[config.mk]
export PLATFORM = sky130hd
export DESIGN_NAME = unified_mem_arbiter
export DESIGN_NICKNAME = d
export VERILOG_FILES = /design/src/rtl/unified_mem_arbiter.sv
export SDC_FILE = /design/constraint.sdc
export NUM_CORES = 1
export LEC_CHECK = 0
export ABC_AREA = 1
export CAP_MARGIN = 0
export CORE_ASPECT_RATIO = 0.7
export CORE_UTILIZATION = 37
export CTS_BUF_LIST = sky130_fd_sc_hd__clkbuf_8 sky130_fd_sc_hd__clkbuf_16
export DETAILED_ROUTE_END_ITERATION = 8
export PLACE_DENSITY = 0.77
export SLEW_MARGIN = 25
export SYNTH_ARGS = -nofsm -noshare
export SYNTH_HDL_FRONTEND = slang
export SYNTH_SLANG_ARGS = --single-unit
[constraint.sdc]
create_clock -name clk -period 1.4 [get_ports clk]
set_clock_uncertainty 0.1 [all_clocks]
set_input_delay 0.21 -clock clk [delete_from_list [all_inputs] [get_ports clk]]
set_output_delay 0.21 -clock clk [all_outputs]
set_load 0.005 [all_outputs]
[src/rtl/unified_mem_arbiter.sv]
// Arbiter sharing one single-port memory between instruction fetch and data access.
// Data wins by default; fetch is forced through after STARVE_LIMIT bypasses. Define ARB_PERF_CNT_EN for grant/conflict counters.
//
//   state    | meaning
//   ---------+-----------------------------------------------
//   IDLE     | arbitrate between if_req and d_req
//   GRANT_I  | fetch access on the memory, waiting for mem_ack
//   GRANT_D  | data access on the memory, waiting for mem_ack
//   RESP     | one-cycle ready pulse to the granted requester
module unified_mem_arbiter #(
    parameter int STARVE_LIMIT = 4,
    parameter int AW           = 32,
    parameter int DW           = 32
) (
    input  logic          clk,
    input  logic          reset,
    input  logic          if_req,
    input  logic [AW-1:0] if_addr,
    output logic [DW-1:0] if_rdata,
    output logic          if_ready,
    input  logic          d_req,
    input  logic          d_we,
    input  logic [AW-1:0] d_addr,
    input  logic [DW-1:0] d_wdata,
    output logic [DW-1:0] d_rdata,
    output logic          d_ready,
    output logic          mem_req,
    output logic          mem_we,
    output logic [AW-1:0] mem_addr,
    output logic [DW-1:0] mem_wdata,
    input  logic [DW-1:0] mem_rdata,
    input  logic          mem_ack
`ifdef ARB_PERF_CNT_EN
   ,output logic [31:0]   perf_if_grants,
    output logic [31:0]   perf_d_grants,
    output logic [31:0]   perf_conflicts
`endif
);

    localparam int SCW = $clog2(STARVE_LIMIT + 1);
    localparam logic [SCW-1:0] STARVE_MAX = SCW'(STARVE_LIMIT);

    localparam logic [1:0] ST_IDLE    = 2'd0;
    localparam logic [1:0] ST_GRANT_I = 2'd1;
    localparam logic [1:0] ST_GRANT_D = 2'd2;
    localparam logic [1:0] ST_RESP    = 2'd3;

    logic [1:0]     state_q, state_d;
    logic [SCW-1:0] starve_q, starve_d;
    logic           mem_req_q, mem_req_d;
    logic           mem_we_q, mem_we_d;
    logic [AW-1:0]  mem_addr_q, mem_addr_d;
    logic [DW-1:0]  mem_wdata_q, mem_wdata_d;
    logic [DW-1:0]  if_rdata_q, if_rdata_d;
    logic [DW-1:0]  d_rdata_q, d_rdata_d;
    logic           if_ready_q, if_ready_d;
    logic           d_ready_q, d_ready_d;

    logic in_idle, data_win, grant_d_fire, grant_i_fire;

    // Fetch only overrides data once it has been bypassed STARVE_LIMIT times in a row.
    assign in_idle      = (state_q == ST_IDLE);
    assign data_win     = d_req && !(if_req && (starve_q == STARVE_MAX));
    assign grant_d_fire = in_idle && data_win;
    assign grant_i_fire = in_idle && !data_win && if_req;

    always_comb begin
        state_d     = state_q;
        starve_d    = starve_q;
        mem_req_d   = mem_req_q;
        mem_we_d    = mem_we_q;
        mem_addr_d  = mem_addr_q;
        mem_wdata_d = mem_wdata_q;
        if_rdata_d  = if_rdata_q;
        d_rdata_d   = d_rdata_q;
        if_ready_d  = 1'b0;
        d_ready_d   = 1'b0;
        case (state_q)
            ST_IDLE: begin
                if (grant_d_fire) begin
                    state_d     = ST_GRANT_D;
                    mem_req_d   = 1'b1;
                    mem_we_d    = d_we;
                    mem_addr_d  = d_addr;
                    mem_wdata_d = d_wdata;
                    if (!if_req)
                        starve_d = '0;
                    else if (starve_q != STARVE_MAX)
                        starve_d = starve_q + 1'b1;
                end else if (grant_i_fire) begin
                    state_d     = ST_GRANT_I;
                    mem_req_d   = 1'b1;
                    mem_we_d    = 1'b0;
                    mem_addr_d  = if_addr;
                    mem_wdata_d = '0;
                    starve_d    = '0;
                end
            end
            ST_GRANT_I: begin
                if (mem_ack) begin
                    state_d    = ST_RESP;
                    mem_req_d  = 1'b0;
                    if_rdata_d = mem_rdata;
                    if_ready_d = 1'b1;
                end
            end
            ST_GRANT_D: begin
                if (mem_ack) begin
                    state_d   = ST_RESP;
                    mem_req_d = 1'b0;
                    d_ready_d = 1'b1;
                    if (!mem_we_q)
                        d_rdata_d = mem_rdata;
                end
            end
            default: state_d = ST_IDLE;
        endcase
    end

    always_ff @(posedge clk) begin
        if (!reset) begin
            state_q     <= ST_IDLE;
            starve_q    <= '0;
            mem_req_q   <= 1'b0;
            mem_we_q    <= 1'b0;
            mem_addr_q  <= '0;
            mem_wdata_q <= '0;
            if_rdata_q  <= '0;
            d_rdata_q   <= '0;
            if_ready_q  <= 1'b0;
            d_ready_q   <= 1'b0;
        end else begin
            state_q     <= state_d;
            starve_q    <= starve_d;
            mem_req_q   <= mem_req_d;
            mem_we_q    <= mem_we_d;
            mem_addr_q  <= mem_addr_d;
            mem_wdata_q <= mem_wdata_d;
            if_rdata_q  <= if_rdata_d;
            d_rdata_q   <= d_rdata_d;
            if_ready_q  <= if_ready_d;
            d_ready_q   <= d_ready_d;
        end
    end

    assign mem_req   = mem_req_q;
    assign mem_we    = mem_we_q;
    assign mem_addr  = mem_addr_q;
    assign mem_wdata = mem_wdata_q;
    assign if_rdata  = if_rdata_q;
    assign d_rdata   = d_rdata_q;
    assign if_ready  = if_ready_q;
    assign d_ready   = d_ready_q;

`ifdef ARB_PERF_CNT_EN
    logic [31:0] perf_if_q, perf_d_q, perf_cf_q;

    always_ff @(posedge clk) begin
        if (!reset) begin
            perf_if_q <= '0;
            perf_d_q  <= '0;
            perf_cf_q <= '0;
        end else begin
            if (grant_i_fire)
                perf_if_q <= perf_if_q + 32'd1;
            if (grant_d_fire)
                perf_d_q <= perf_d_q + 32'd1;
            if (in_idle && if_req && d_req)
                perf_cf_q <= perf_cf_q + 32'd1;
        end
    end

    assign perf_if_grants = perf_if_q;
    assign perf_d_grants  = perf_d_q;
    assign perf_conflicts = perf_cf_q;
`endif

endmodule

# Word-level counts from Yosys, hierarchy flattened
# Cells that the tools add are included.
# word_totals
reg_bits	137
inputBits	134
wordCells	57
# classes
n_addsub	1
eq_ne	7
n_mux	19
n_bitwise	1
reduce_logical	19
# op_table
op	n
32-bit two-way mux	4
3-bit two-way mux	4
2-bit AND reduction	5
3-bit AND reduction	3
1-bit two-way mux	6
2-bit two-way mux	3
1-bit logical AND	5
2-bit one-hot mux with 2 select lines	1
2-bit nonzero test	2
3-bit by 1-bit adder with 3-bit output (second input constant)	1
3-bit == test (second input constant)	1
3-bit by 1-bit inequality test with 1-bit output (second input constant)	1
3-bit by 2-bit inequality test with 1-bit output (second input constant)	1
3-bit inequality test (second input constant)	1
2-bit by 1-bit == test with 1-bit output (second input constant)	1
2-bit == test (second input constant)	1
1-bit zero test	2
2-bit zero test	1
2-bit by 1-bit inequality test with 1-bit output (second input constant)	1
1-bit one-hot mux with 2 select lines	1
2-bit OR reduction	1
1-bit NOT	1

# Depth between registers and ports, before layout
# depth
word_depth	10
depth_mapped	9
mapped_depth_nobuf	8

# Least setup slack after synthesis
# No wires, ideal clock.
# synth_path
path_type	reg-to-reg
from	register state_q[0]
to	register mem_addr_q[10], in the netlist mem_addr[10]
setup_ps	116
arrival_ps	1238
required_time_ps	1184
setup_slack_ps	-55
path_stages_with_launch	8
period_less_slack_ps	1455
path_cell_list	dfxtp_1 inv_1 ha_1 o21ai_4 inv_6 buf_6 o21ai_1 a21oi_1
# synth_via
elab_chain_cells	5
# synth_rtl
item	line_no	rtl
from (decl)	48	logic [1:0] state_q, state_d;
from (signal assigned)	133	state_q <= state_d;
2-bit zero test *	62, 78	
1-bit logical AND (2 in series)	65	assign grant_i_fire = in_idle && !data_win && if_req;
2-bit nonzero test (no source line)	--	
2-bit AND reduction (no source line)	--	
to (signal assigned)	137	mem_addr_q <= mem_addr_d;
to (decl)	52	logic [AW-1:0] mem_addr_q, mem_addr_d;
# Mark *: on every way between the ends. The rest lies on a longest branch, timed or not.
# A chain may end at the register's enable or synchronous reset.

# Worst setup path after layout
# layout_path
from	register state_q[1]
to	register mem_addr_q[12], in the netlist mem_addr[12]
# The elaborated chain is that of the path after synthesis.

==> metrics.yaml <==
clock_sinks: 137
tightestPinTransition_ns: 0.327
cp.required_ns: 1.60
final_antenna_net_count: 0
path_class: "register to register"
p_leak_nw: 5.21
failed_checks: "negative setup slack"
track_usage_pct: 26.4
grt_pass1_wl_um: 31800
status: "finished with violations"
synth_top_area_share_pct: 50.0
io-pin-count: 266
drive_gt1_share_pct: 30.6
path_cells: "inv_2, ha_4, buf_6, o21ai_4, buf_12, inv_6, bufbuf_16, o21ai_2, a21oi_1"
cp-start-kind: "register"
rows: 36
synthesis.area_mm2: 0.00549
synth-async-reset-ratio_pct: 0
clk_pin_slew_worst_paths_ns: 0.06
grtUsageMet1_pct: 31.0
n_antenna_cell: 0
gp_congestion: 0.857
syn_avg_cell_area_um2: 7.29
final_cell_area_mm2: 0.0108
ys_warn_count: 0
drc: 0
arrival_ns: 1.77
power.total_w: 0.0184
fp.dieArea_mm2: 0.0153
finalSetupViolCount: 106
yosys-top-cells-area: "dfxtp_1, nand2_1, nor2_1, a21oi_1, o21ai_0"
wl_um: 22300
place_hpwl_um: 11700
end_kind: "register"
vdd_drop_max_v: 0.00106
placedCellCount: 1196
initial_utilization_pct: 38.7
setup_slack_ns: -0.172
seq_area_mm2: 0.00277
synth_cell_type_count: 25
maxCapViolations: 0
use_met3_pct: 8.33
fp.dieW_um: 148
multiInputGateArea_mm2: 0.00299
fin_crit_sh_pct: 112
antenna_found_initial: 0
viasPerCell: 4.98
use_met2_pct: 45.7
nets: 1215
place_ws_ns: -0.254
drv_slew: 0
busiest_layer: "met2"
synth_edf_count: 0
hold_viol: 0
dr.pass1.iters: 6
port_buffers: 265
post_dp_cell_area_mm2: 0.00848
synth_seq_area_share_pct: 50.0
die_h_um: 104
final.fill_count: 989
cts_tree: "built"
min_path_type: "input pin to register"
drt-wirelength-per-cell_um: 17.5
yosys_most_used_dff: "dfxtp_1"
drt_iter0_markers: 313
slew_headroom_pct: 78.2
worstPathMaxFanout: 6
syn-num-nets: 893
crit_path_max_incr_delay_ns: 0.34
min_period_ns: 1.57
clock_latency_ns: 0.40
grt_overflow: 0
vias: 6359
cp_top_family: "buffers and inverters"
first_global_vias: 6144
grt_max_degree: 60
fmax_ghz: 0.636
powerDensity_mw_per_mm2: 1700
root_buffer: "clkbuf_16"
htree_levels: 4
grt_setup_unrepaired: "yes"
crit_buf_inv: 5
areaGrowthSynthToFinish_pct: 96.9
syn_inst: 753
synth_seq_cells: 137
cts_made_buffers: 17
final_cells: 1278
tns_ns: -9.73
cts_buffer_depth: 2
crit_slowest_cell: "dfxtp_2"
yosysTopAreaCell: "dfxtp_1"
fp.coreArea_mm2: 0.0142
==> final cells by class <==
type / instances / area share (%)
repair buffers: 347 / 36.1
multi-input cells: 495 / 27.6
flip-flops and latches: 137 / 25.7
clock buffers: 18 / 4.06
inverters: 76 / 2.92
well taps: 190 / 2.20
clock inverters: 14 / 1.29
repair inverters: 1 / 0.104
==> repair_timing <==
| action | in CTS | in global routing |
|---|---|---|
| endpoints found under the hold margin | 0 | 0 |
| gates cloned | 21 | 8 |
| buffers inserted | 22 | 4 |
| hold buffers | 0 | 0 |
| resized for setup | 318 | 164 |
| pin swaps | 44 | 41 |
| endpoints found under the setup margin | 199 | 138 |
==> state kept, by name, summed over array words and instances (netlist names) <==
register / flops
d_rdata: 32
if_rdata: 32
mem_addr: 32
mem_wdata: 32
starve_q: 3
state_q: 2
d_ready: 1
if_ready: 1
mem_req: 1
mem_we: 1
==> per-stage QoR <==
stage | utilization (%) | hold slack [ns]
after CTS | 71.2 | 0.00650
after floorplan | - | 0.245
after detailed placement | 59.7 | 0.354
after global placement | 59.7 | 0.350
final | 76.2 | 0.0266
after global routing | 76.2 | 0.0394
==> where the power goes <==
group / total [W] / internal [W] / switching [W]
Combinational: 0.00836 / 0.00454 / 0.00382
Clock: 0.00438 / 0.00254 / 0.00184
Sequential: 0.00565 / 0.00498 / 0.000672
Total: 0.0184 / 0.0121 / 0.00634
==> cell usage after synthesis, types with 2 or more instances <==
cell type / instances
nand2_1: 177
dfxtp_1: 137
nor2_1: 136
inv_1: 73
a21oi_1: 70
o21ai_0: 69
o21ai_1: 28
clkbuf_1: 14
buf_2: 13
buf_6: 12
ha_1: 6
buf_4: 3
buf_1: 2
inv_2: 2
==> worst reg2reg max path, stage by stage (launching register included) <==
cell	delay, ns
dfxtp_2	0.34
inv_2	0.06
ha_4	0.17
buf_6	0.11
o21ai_4	0.09
buf_12	0.15
inv_6	0.05
bufbuf_16	0.27
o21ai_2	0.09
a21oi_1	0.04
==> routing by layer <==
metal  vias to the layer above  wire (um)
li1                       3014          -
met1                      3016       8960
met2                       289      11100
met3                        40       1890
met4                         0        438
met5                         -          0
==> path summary, 6_finish.rpt <==
| kind | slack [ns] | startpoint | to | depth (start not counted) |
|---|---|---|---|---|
| setup / recovery | -0.17 | state_q[1] | mem_addr[12] | 9 |
| hold / removal | 0.03 | reset | if_rdata[12] | 3 |
| setup reg to reg | -0.17 | state_q[1] | mem_addr[12] | 9 |
| hold reg to reg | 0.36 | mem_wdata[27] | mem_wdata[27] | 2 |
==> cells in the final DEF, fill, tap and decap left out, drive strengths merged <==
master and n:
nand4 1, dlygate4sd2 131, nor3 1, inv 83, clkdlybuf4s15 1, xnor2 1, clkbuf 25, nand2 178
clkinv 5, a21oi 70, buf 75, o21bai 1, nor2 136, nand3 3, ha 6, bufinv 1
clkinvlp 2, bufbuf 1, o21ai 98, clkdlybuf4s50 132, dfxtp 137
==> cell families (layout without fill, tap and decap cells) <==
logic type	after synthesis	count (layout)	share of synthesized area (%)
simple gates	319	319	22.3
compound gates	169	169	15.7
flops	137	137	50.0
buf+inv	121	456	10.5
fa+ha+maj	6	6	1.37
xor+xnor	1	1	0.160
Power figures use the tool's default switching activity.
